**src/rtl/clock_tick_selector.sv**
```systemverilog
`default_nettype none
// ============================================================================
// Module   : clock_tick_selector
// Brief    : Selects one divided rate, re-times it as clk_out plus a tick
//            enable, and switches rate only at the common /16 boundary.
// Revision : 1.0 - initial release
// ============================================================================
module clock_tick_selector #(
  parameter logic [1:0] RESET_SEL = 2'd0,
  parameter int         TIMEOUT   = 64,
  parameter int         TCNT_W    = 16
) (
  input  logic              clk,
  input  logic              rst,
  input  logic              divideby2,
  input  logic              divideby4,
  input  logic              divideby8,
  input  logic              divideby16,
  input  logic              sel_req,
  input  logic [1:0]        sel_in,
  output logic              sel_busy,
  output logic              sel_done,
  output logic [1:0]        active_sel,
  output logic              clk_out,
  output logic              tick,
  output logic              stall,
  output logic [TCNT_W-1:0] tick_cnt
);

  typedef enum logic [0:0] {
    ST_IDLE    = 1'b0,
    ST_PENDING = 1'b1
  } state_t;

  localparam logic [7:0]        C_TIMEOUT  = 8'(TIMEOUT);
  localparam logic [TCNT_W-1:0] C_TCNT_ONE = {{(TCNT_W-1){1'b0}}, 1'b1};

  state_t            r_state;
  logic [1:0]        r_active_sel;
  logic [1:0]        r_pend_sel;
  logic              r_d16_q;
  logic              r_clk_out;
  logic              r_tick;
  logic              r_busy;
  logic              r_done;
  logic [7:0]        r_wdog;
  logic [TCNT_W-1:0] r_tick_cnt;

  logic w_div_sel;
  logic w_boundary;
  logic w_same_req;
  logic w_new_req;
  logic w_switch;
  logic w_done_set;

  always_comb begin
    w_div_sel = divideby2;
    case (r_active_sel)
      2'd0: w_div_sel = divideby2;
      2'd1: w_div_sel = divideby4;
      2'd2: w_div_sel = divideby8;
      2'd3: w_div_sel = divideby16;
      default: w_div_sel = divideby2;
    endcase
  end

  // Falling edge of /16: every divider output is low in this cycle.
  assign w_boundary = r_d16_q & ~divideby16;
  assign w_same_req = (r_state == ST_IDLE) & sel_req & (sel_in == r_active_sel);
  assign w_new_req  = (r_state == ST_IDLE) & sel_req & (sel_in != r_active_sel);
  assign w_switch   = (r_state == ST_PENDING) & w_boundary;
  assign w_done_set = w_same_req | w_switch;

  always_ff @(posedge clk) begin
    if (!rst) begin
      r_state      <= ST_IDLE;
      r_active_sel <= RESET_SEL;
      r_pend_sel   <= 2'd0;
      r_d16_q      <= 1'b0;
      r_clk_out    <= 1'b0;
      r_tick       <= 1'b0;
      r_busy       <= 1'b0;
      r_done       <= 1'b0;
      r_wdog       <= 8'd0;
      r_tick_cnt   <= '0;
    end else begin
      r_d16_q   <= divideby16;
      r_clk_out <= w_div_sel;
      r_tick    <= w_div_sel & ~r_clk_out;
      r_done    <= w_done_set;

      case (r_state)
        ST_IDLE: begin
          if (w_new_req) begin
            r_pend_sel <= sel_in;
            r_busy     <= 1'b1;
            r_state    <= ST_PENDING;
          end
        end
        ST_PENDING: begin
          if (w_boundary) begin
            r_active_sel <= r_pend_sel;
            r_busy       <= 1'b0;
            r_state      <= ST_IDLE;
          end
        end
        default: r_state <= ST_IDLE;
      endcase

      if (w_done_set) begin
        r_tick_cnt <= '0;
      end else if (r_tick) begin
        r_tick_cnt <= r_tick_cnt + C_TCNT_ONE;
      end

      if (w_done_set || (w_div_sel != r_clk_out)) begin
        r_wdog <= 8'd0;
      end else if (r_wdog != C_TIMEOUT) begin
        r_wdog <= r_wdog + 8'd1;
      end
    end
  end

  assign sel_busy   = r_busy;
  assign sel_done   = r_done;
  assign active_sel = r_active_sel;
  assign clk_out    = r_clk_out;
  assign tick       = r_tick;
  assign stall      = (r_wdog == C_TIMEOUT);
  assign tick_cnt   = r_tick_cnt;

endmodule
`default_nettype wire

```
**config.mk**
```make
export PLATFORM = sky130hd
export DESIGN_NAME = clock_tick_selector
export DESIGN_NICKNAME = d
export VERILOG_FILES = /design/src/rtl/clock_tick_selector.sv
export SDC_FILE = /design/constraint.sdc
export NUM_CORES = 1
export LEC_CHECK = 0
export CAP_MARGIN = 20
export CORE_MARGIN = 4
export CORE_UTILIZATION = 50
export CTS_CLUSTER_DIAMETER = 40
export DETAILED_ROUTE_END_ITERATION = 8
export MAX_ROUTING_LAYER = met4
export PLACE_DENSITY = 0.87
export SLEW_MARGIN = 20
export SYNTH_ARGS = -nofsm -noshare
export SYNTH_HDL_FRONTEND = slang
export SYNTH_SLANG_ARGS = --single-unit
export TNS_END_PERCENT = 50
```
**constraint.sdc**
```tcl
create_clock -name clk -period 2.22 [get_ports clk]
set_input_delay 0.444 -clock clk [delete_from_list [all_inputs] [get_ports clk]]
set_output_delay 0.444 -clock clk [all_outputs]
set_load 0.005 [all_outputs]
```
=== Yosys cells after proc, flatten, opt, wreduce, memory -nomap -nowiden ===
Index checks and enable logic that the tools add are counted.

* Output and inout port bits: 23
* Memories kept: 0
* Flip-flop bits (word level): 34
* Memory bits (read-only): 0
* Bits in latches: 0
* Input bits: 9
* Memory bits (writable): 0

* Add/sub/neg operators: 2
* Equal/unequal tests: 10
* Div/mod/pow operators: 0
* Shift-type cells: 0
* Reductions and logical operators: 7
* Bitwise logic cells: 11
* Multiply operators: 0
* Muxes and demuxes: 7
* Magnitude comparators: 0

{| class="wikitable"
|+ Operators by type and width
! cell !! number
|-
| $add A16 B1 Y16 const B || 1
|-
| $add A8 B1 Y8 const B || 1
|-
| $eq A8 B7 Y1 const B || 1
|-
| $ne A8 B7 Y1 const B || 1
|-
| $and A1 B1 Y1 || 6
|-
| $reduce_and A2 Y1 || 3
|-
| $eq A2 B2 Y1 const B || 2
|-
| $mux W1 || 4
|-
| $not A1 Y1 || 4
|-
| $pmux W1 S2 || 2
|-
| $pmux W1 S4 || 1
|-
| $reduce_or A2 Y1 || 2
|-
| $eq A2 B1 Y1 const B || 1
|-
| $eq A2 B2 Y1 || 1
|-
| $logic_not A2 Y1 || 1
|-
| $ne A2 B1 Y1 const B || 1
|-
| $ne A2 B2 Y1 || 1
|-
| $ne A2 B2 Y1 const B || 1
|-
| $logic_or A1 B1 Y1 || 1
|-
| $ne A1 B1 Y1 || 1
|-
| $or A1 B1 Y1 || 1
|}

=== Depth between registers and ports, before layout ===
Gate-level depths: netlist (run 1).

* Depth in word-level cells: 6
* Gate-level depth with buffers: 6
* Depth with buffers taken out: 6

=== Worst setup path after synthesis (run 1) ===
OpenSTA, ideal clock, no wires.

* Path kind: reg-to-reg
* From: register r_active_sel[1] (netlist: active_sel[1])
* To: register r_wdog[2]
* Clock period less this slack: 1,607 ps
* Path buffers: 0
* Stages on the path, launching flop included: 5
* Arrival time: 1,528 ps
* Setup slack: 613 ps
* Required time: 2,141 ps
* Path through: dfxtp_1 mux4_2 ha_1 nand4_2 nor3_1

* Cells in the longest elaborated chain, start to end: 5

{| class="wikitable"
|+ Ends and longest elaborated chain
! element !! line !! text
|-
| start, declared || 39 || <nowiki>logic [1:0] r_active_sel;</nowiki>
|-
| start signal, assigned || 102 || <nowiki>r_active_sel <= r_pend_sel;</nowiki>
|-
| $eq A2 B2 Y1, or another cell as far along || 58 || <nowiki>case (r_active_sel)</nowiki>
|-
| $pmux W1 S4 * || 58 ||
|-
| named net w_div_sel || 49 || <nowiki>logic w_div_sel;</nowiki>
|-
| $ne A1 B1 Y1 * || 116 || <nowiki>if (w_done_set || (w_div_sel != r_clk_out)) begin</nowiki>
|-
| $logic_or A1 B1 Y1 * || 116 ||
|-
| $reduce_or A2 Y1 (no source line) * || - ||
|-
| end signal, assigned || 119 || <nowiki>r_wdog <= r_wdog + 8'd1;</nowiki>
|-
| end, declared || 46 || <nowiki>logic [7:0] r_wdog;</nowiki>
|}

The timed path passes the listed nets; every way through them passes the cells marked *.
A chain may end at the register's enable or synchronous reset.

=== Worst setup path after layout (run 1) ===
* From: register r_wdog[0]
* To: output stall

* Cells in the longest elaborated chain, start to end: 1

{| class="wikitable"
|+ Ends and longest elaborated chain
! element !! line !! text
|-
| $eq A8 B7 Y1 || 129 || <nowiki>assign stall = (r_wdog == C_TIMEOUT);</nowiki>
|-
| end, declared || 26 || <nowiki>output logic stall,</nowiki>
|}

No other way between the ends.

==> results of run 1 <==
[flip-flops by register name, indices dropped and copies added, names as in the netlist]
| register | cells |
|---|---|
| active_sel | 2 |
| sel_busy | 1 |
| r_d16_q | 1 |
| clk_out | 1 |
| tick_cnt | 16 |
| tick | 1 |
| sel_done | 1 |
| r_state | 1 |
| r_wdog | 8 |
| r_pend_sel | 2 |
[through the flow]
step / hold slack [ns] / setup TNS, ns / worst slack [ns]
6_report: 0.515 / 0 / 0.233
5_1_grt: 0.559 / 0 / 0.119
4_1_cts: 0.523 / 0 / 0.203
3_5_place_dp: 0.490 / -0.0113 / -0.0113
3_3_place_gp: 0.468 / 0 / 0.111
2_1_floorplan: 0.460 / 0 / 0.613
[placed cells by master, fill, tap and decap left out, types with 3 or more instances in the layout]
cell	n
nor4_2	3
dfxtp_1	34
and3_1	3
xor2_1	8
nor2_1	29
xnor2_1	16
and2_1	3
nand3_1	8
mux2i_1	6
clkbuf_4	5
nand2_1	5
ha_1	4
nor3_1	5
clkdlybuf4s50_1	30
inv_1	6
a21oi_1	3
[cells in the mapped netlist, types with 4 or more instances]
cell     number
dfxtp_1      34
ha_1          4
inv_1         6
mux2i_1       6
nand2_1       5
nand3_1       8
nor2_1       29
nor3_1        5
xnor2_1      16
xor2_1        8
[final cells by class]
cell class	instances	area, µm²
Multi-Input combinational cell	110	810
Tap cell	31	38.8
Clock inverter	2	12.5
Timing Repair Buffer	32	317
Inverter	6	22.5
Sequential cell	34	681
Clock buffer	6	51.3
Fill cell	236	897
[cells by family after synthesis]
kind of cell,count (synthesis),synth area share (%)
and+or+nand+nor,71,29.3
DFF,34,44.8
xor gates and xnor gates,24,13.8
buffers and inverters,7,1.81
muxes,7,5.44
AOI/OAI and AO/OA,4,1.48
adders and majority gates,4,3.30
[final timing paths]
kind	from	end	slack (ns)	cells after the start
max	r_wdog[0]	stall	0.23	5
max reg2reg	active_sel[1]	r_wdog[2]	0.42	4
min reg2reg	r_pend_sel[1]	r_pend_sel[1]	0.51	2
min	r_pend_sel[1]	r_pend_sel[1]	0.51	2
[metal layers]
| layer | vias up | GRT usage, % | wire [µm] |
|---|---|---|---|
| met5 | - | - | 0 |
| met4 | 0 | 7.16 | 61 |
| met3 | 9 | 5.33 | 138 |
| met2 | 30 | 29.9 | 1540 |
| met1 | 567 | 17.7 | 1270 |
| li1 | 585 | - | - |
[where the power goes]
group | switching [W] | internal [W] | leakage (nW)
registers | 0.0000124 | 0.000624 | 0.276
clock network | 0.000209 | 0.000152 | 0.0343
logic | 0.0000388 | 0.0000444 | 0.404
[critical path, cell delays in order, from the launching register on]
cell and delay, ns:
dfxtp_1 0.34, inv_1 0.09, ha_1 0.18, nand4bb_1 0.15, nor4_4 0.19, dlygate4sd2_1 0.27
==> flow_summary.yaml, run 1 <==
global_route:
  grt_pass1_vias: 1236
  grt_pass1_wl_mm: 5.29
  antenna_found_initial: 0
  grt_start_max_net_pins: 17
  track_usage_pct: 17.1
  grt.overflow.total: 0
yosys:
  syn-mean-instance-area_um2: 10.1
  yosys.area.top_type: "dfxtp_1"
  synthDistinctLibCells: 27
  synth_nets: 164
  synthesis.area_mm2: 0.00152
  seq_area_frac_synth_pct: 44.8
  synthArstFlopShare_pct: 0
  synthFlopType: "dfxtp_1"
  synth-seq-cells: 34
  synthTopCellsByArea: "dfxtp_1, xnor2_1, nor2_1"
  syn_inst: 151
  synth_top_area_share_pct: 44.8
  synth-edff-count: 0
  yosys_warnings: 0
cts:
  clock-sinks: 34
  h-tree-depth: 2
  clkTransAtPathRegs_ns: 0.09
  tritoncts: "done"
  cts_hold_buf: 0
  post_cts.repair.setup_buffers: 0
  cts_resized: 1
  clk_root_buffer_cell: "clkbuf_4"
  clk_latency_ns: 0.33
  cts_max_path_buffers: 2
  cts_buffers: 5
job:
  maxCapViolations: 0
drt:
  wirelength_mm: 3.02
  dr_total_vias: 1191
  drc: 0
  wire_per_inst_um: 13.6
  first_iter_violations: 43
  first_pass_iters: 4
  ant_nets: 0
  avgViaCountPerCell: 5.39
pwr:
  power_w: 0.00108
  powerDensity_mw_per_mm2: 559
  peakVddDrop_v: 0.000499
  leakagePower_nw: 0.715
die:
  coreArea_mm2: 0.00283
  io_pins: 32
  die_area_mm2: 0.00398
  die_height_um: 63.1
  dieWidth_um: 63.1
  start_util_pct: 53.6
  placementRows: 19
cells_and_area:
  final_util_pct: 68.3
  fin_cells: 221
  fin_nets: 202
  antenna_cells: 0
  syn_to_final_growth_pct: 27.3
  postLayoutCellArea_mm2: 0.00193
  drive_above_1_share_pct: 11.6
critical_path:
  endpoint_kind: "output port"
  crit_arrival_ns: 1.54
  cp_max_fo: 3
  required_ns: 1.78
  path_class: "reg -> out"
  setup.worst_path.start_class: "register"
outcome:
  outcome: "finished, final reports clean"
timing:
  fin_skew_ns: 0.0110
  rsz0062_at_grt: "false"
  slew_viol_final: 0
  fmaxAchievable_ghz: 0.503
  max_slew_margin_pct: 71.6
  setup_viol: 0
  worstMarginPinSlew_ns: 0.425
  min_period_ns: 1.99
  period_share_pct: 89.5
  hold_viol: 0
placement:
  placedInstanceArea_mm2: 0.00187
  port_buffers: 31
  place_congestion: 0.762
  hpwl_mm: 2.31
  place_inst: 213
hold_path:
  hold_class: "reg -> reg"
No activity file was read; power rests on OpenSTA's default activity.
==> run 2, diff against run 1 <==
CORE_MARGIN = 3   (was 4)
==> flow_summary.yaml, run 2 (same netlist as run 1, synthesis figures left out) <==
outcome:
  outcome: "finished, final reports clean"
cts:
  cts_resized: 1
  clk_root_buffer_cell: "clkbuf_4"
  cts_max_path_buffers: 2
  h-tree-depth: 2
  clkTransAtPathRegs_ns: 0.10
  cts_hold_buf: 0
  clock-sinks: 34
  cts_buffers: 5
  clk_latency_ns: 0.33
  post_cts.repair.setup_buffers: 0
  tritoncts: "done"
timing:
  period_share_pct: 88.4
  worstMarginPinSlew_ns: 0.405
  fin_ws_ns: 0.258
  setup_viol: 0
  fin_skew_ns: 0.00352
  hold_viol: 0
  slew_viol_final: 0
  rsz0062_at_grt: "false"
  min_period_ns: 1.96
  max_slew_margin_pct: 72.9
  fin_hold_ws_ns: 0.514
  tns_ns: 0
  fmaxAchievable_ghz: 0.510
hold_path:
  hold_class: "reg -> reg"
  whs_path_depth: 2
cells_and_area:
  regArea_um2: 681
  fill_cells: 235
  multi_input_area_um2: 810
  drive_above_1_share_pct: 11.1
  syn_to_final_growth_pct: 28.4
  antenna_cells: 0
  largest_reg_flops: 16
  final_common_cell: "dfxtp_1"
  layout_common_cells: "dfxtp_1, clkdlybuf4s50_1, nor2_1"
  fin_nets: 202
  fin_cells: 220
placement:
  port_buffers: 31
  place_inst: 213
  pre_cts_ws_ns: -0.0152
  place_congestion: 0.773
  hpwl_mm: 2.23
critical_path:
  crit_arrival_ns: 1.52
  crit_slowest_cell: "dfxtp_1"
  cp_max_fo: 3
  setup.worst_path.start_class: "register"
  max_stage_delay_ns: 0.34
  path_cells: "inv_1, ha_1, nand4bb_1, nor4_4, dlygate4sd2_1"
  cpLargestDelayFamily: "buffers and inverters"
  required_ns: 1.78
  endpoint_kind: "output port"
  reg2regPathDepth: 4
  worst-path-stages: 5
  path_class: "reg -> out"
  cp_num_buf_inv: 2
global_route:
  grt.overflow.total: 0
  grt_start_max_net_pins: 17
  grt_pass1_vias: 1206
  antenna_found_initial: 0
  grt_pass1_wl_mm: 5.13
  track_usage_pct: 19.4
pwr:
  peakVddDrop_v: 0.000467
  leakagePower_nw: 0.725
  powerDensity_mw_per_mm2: 606
die:
  io_pins: 32
  placementRows: 19
  die_height_um: 61.1
  start_util_pct: 53.6
  dieWidth_um: 61.1
  die_area_mm2: 0.00373
  coreArea_mm2: 0.00283
drt:
  wirelength_mm: 2.94
  dr_total_vias: 1167
  first_pass_iters: 4
  wire_per_inst_um: 13.4
  avgViaCountPerCell: 5.30
  first_iter_violations: 63
  drc: 0
  ant_nets: 0
job:
  maxCapViolations: 0
## run 2: cell types whose count changed in the layout (fill, tap and decap cells not counted)
| cell | change |
|---|---|
| bufinv_16 | +1 |
| clkinvlp_4 | -1 |
| clkinv_2 | -1 |
## run 2: final cells by class
type / instances / share of cell area (%)
Clock buffer: 6 / 2.63
Clock inverter: 1 / 1.54
Inverter: 6 / 1.16
Multi-Input combinational cell: 110 / 41.5
Sequential cell: 34 / 34.9
Tap cell: 31 / 1.99
Timing Repair Buffer: 32 / 16.2
## run 2: through the flow
stage	total power [W]	instance area [µm²]	util [%]
final	0.00118	1950	68.9
after global routing	0.00124	1950	68.9
after CTS	0.00120	1950	68.9
after detailed placement	0.000732	1870	66.1
after global placement	0.000727	1870	66.1
after floorplan	0.000693	1520	-
## run 2: path summary, 6_finish.rpt
| check | startpoint | to | slack [ns] |
|---|---|---|---|
| min reg2reg | r_pend_sel[0] | active_sel[0] | 0.51 |
| max reg2reg | active_sel[1] | r_wdog[2] | 0.43 |
| min | r_pend_sel[0] | active_sel[0] | 0.51 |
| max | r_wdog[0] | stall | 0.26 |
## run 2: routing by layer
layer	up-vias	wire [µm]	global-route usage (%)
li1	587	-	-
met1	545	1190	20.0
met2	28	1560	34.0
met3	7	151	6.92
met4	0	38	6.50
met5	-	0	-
## run 2: worst reg2reg max path: stages, from the launching register on
cell and delay (ns):
dfxtp_1 0.45, mux4_2 0.54, ha_1 0.30, nand4_2 0.19, nor3_1 0.24
## run 2: where the power goes
part / total (W) / switching [W] / internal (W)
Combinational: 0.0000814 / 0.0000373 / 0.0000441
Clock: 0.000465 / 0.000203 / 0.000262
Sequential: 0.000636 / 0.0000123 / 0.000623
==> run 3, diff against run 2 <==
CORE_MARGIN = not set   (was 3)
SETUP_SLACK_MARGIN = 0.1   (was not set)
==> flow_summary.yaml, run 3 (same netlist as run 1, synthesis figures left out) <==
critical_path:
  crit_slowest_cell: "dfxtp_1"
  setup.worst_path.start_class: "register"
  r2r_end: "r_wdog[2]"
  worstSetupStartpoint: "r_wdog[0]"
  cp_max_fo: 3
  path_cells: "inv_1, ha_1, nand4bb_1, nor4_4, dlygate4sd2_1"
  r2r_start: "active_sel[1]"
  path_class: "reg -> out"
  endpoint_kind: "output port"
  reg2regPathDepth: 4
  critPathCapture: "stall"
  rrSetupSlack_ns: 0.44
  crit_arrival_ns: 1.52
  required_ns: 1.78
  max_stage_delay_ns: 0.33
timing:
  fin_skew_ns: 0.0110
  tns_ns: 0
  fmaxAchievable_ghz: 0.508
  fin_hold_ws_ns: 0.504
  setup_viol: 0
  worstMarginPinSlew_ns: 0.406
  max_slew_margin_pct: 72.9
  slew_viol_final: 0
  hold_viol: 0
  min_period_ns: 1.97
  period_share_pct: 88.6
  rsz0062_at_grt: "false"
cts:
  cts_max_path_buffers: 2
  cts_buffers: 5
  post_cts.repair.setup_buffers: 0
  cts_hold_buf: 0
  cts_resized: 1
  clock-sinks: 34
  clkTransAtPathRegs_ns: 0.10
  h-tree-depth: 2
  tritoncts: "done"
  clk_latency_ns: 0.35
  clk_root_buffer_cell: "clkbuf_4"
pwr:
  power.internal_w: 0.000930
  sw_frac_of_total_pct: 22.0
  power_frac_clock_pct: 39.7
  leakagePower_nw: 0.725
  combPwrFrac_pct: 6.9
  powerDensity_mw_per_mm2: 612
  netSwitchingPower_w: 0.000262
  pwr-share-seq_pct: 53.3
  peakVddDrop_v: 0.000493
die:
  dieWidth_um: 57.1
  die_area_mm2: 0.00326
  die_height_um: 57.1
  start_util_pct: 54.1
  io_pins: 32
  coreArea_mm2: 0.00281
  placementRows: 19
outcome:
  outcome: "finished with violations"
  violations: "DRC"
global_route:
  grt_start_max_net_pins: 17
  grt_pass1_vias: 1102
  grt_pass1_wl_mm: 4.97
  grt.overflow.total: 0
  track_usage_pct: 21.2
  antenna_found_initial: 0
cells_and_area:
  regArea_um2: 681
  multi_input_area_um2: 810
  antenna_cells: 0
  fin_nets: 202
  drive_above_1_share_pct: 11.1
  syn_to_final_growth_pct: 28.4
  layout_common_cells: "dfxtp_1, clkdlybuf4s50_1, nor2_1"
  largest_reg_flops: 16
  final_common_cell: "dfxtp_1"
  fill_cells: 217
hold_path:
  hold_class: "reg -> reg"
drt:
  wirelength_mm: 2.92
  wire_per_inst_um: 13.3
  drc: 9
  first_iter_violations: 49
  ant_nets: 0
  first_pass_iters: 6
  avgViaCountPerCell: 5.33
  dr_total_vias: 1173
placement:
  place_congestion: 0.789
  port_buffers: 31
  hpwl_mm: 2.23
job:
  maxCapViolations: 0
run 3: worst min path at each step:
stage                          endpoint           from  slack (ns)  depth (start not counted)
after CTS                 r_pend_sel[0]  r_pend_sel[0]        0.51                          2
after floorplan           active_sel[0]  r_pend_sel[0]        0.46                          2
final                     active_sel[0]  r_pend_sel[0]        0.50                          2
after global routing      active_sel[1]  r_pend_sel[1]        0.55                          2
after global placement    active_sel[1]  r_pend_sel[1]        0.47                          2
after detailed placement  r_pend_sel[0]  r_pend_sel[0]        0.49                          2
run 3: metrics by stage:
stage / area [µm²] / power, W / std cells / util, % / setup WS, ns
2_1_floorplan: 1520 / 0.000693 / 151 / - / 0.613
3_3_place_gp: 1870 / 0.000727 / 213 / 66.6 / 0.113
3_5_place_dp: 1870 / 0.000733 / 213 / 66.6 / 0.0414
4_1_cts: 1950 / 0.00120 / 220 / 69.5 / 0.228
5_1_grt: 1950 / 0.00123 / 220 / 69.5 / 0.158
6_report: 1950 / 0.00119 / 220 / 69.5 / 0.253
run 3: layout make-up:
cell class                      count  share of cell area, %
Timing Repair Buffer               32                   16.2
Clock buffer                        6                   2.63
Sequential cell                    34                   34.9
Inverter                            6                   1.16
Tap cell                           31                   1.99
Clock inverter                      1                   1.54
Multi-Input combinational cell    110                   41.5
run 3: worst max-delay path, delay by kind of cell, from the launching register on:
family	cells	cell delay, ns
buffers and inverters	2	0.36
AND/OR/NAND/NOR	2	0.34
flip-flops	1	0.33
adder cells (fa/ha/maj)	1	0.16
run 3: power by group through the flow:
stage | clock network (W) | registers [W] | logic (W)
after floorplan | 0 | 0.000648 | 0.0000443
after global placement | 0 | 0.000649 | 0.0000784
after detailed placement | 0 | 0.000650 | 0.0000836
after CTS | 0.000477 | 0.000636 | 0.0000837
after global routing | 0.000497 | 0.000638 | 0.0000924
final | 0.000473 | 0.000636 | 0.0000828
run 3: metal layers:
| metal | global-route usage [%] | up-vias | routed length [µm] |
|---|---|---|---|
| met2 | 35.5 | 35 | 1490 |
| met4 | 11.5 | 0 | 71 |
| li1 | - | 586 | - |
| met5 | - | - | 0 |
| met1 | 23.3 | 543 | 1250 |
| met3 | 4.76 | 9 | 107 |
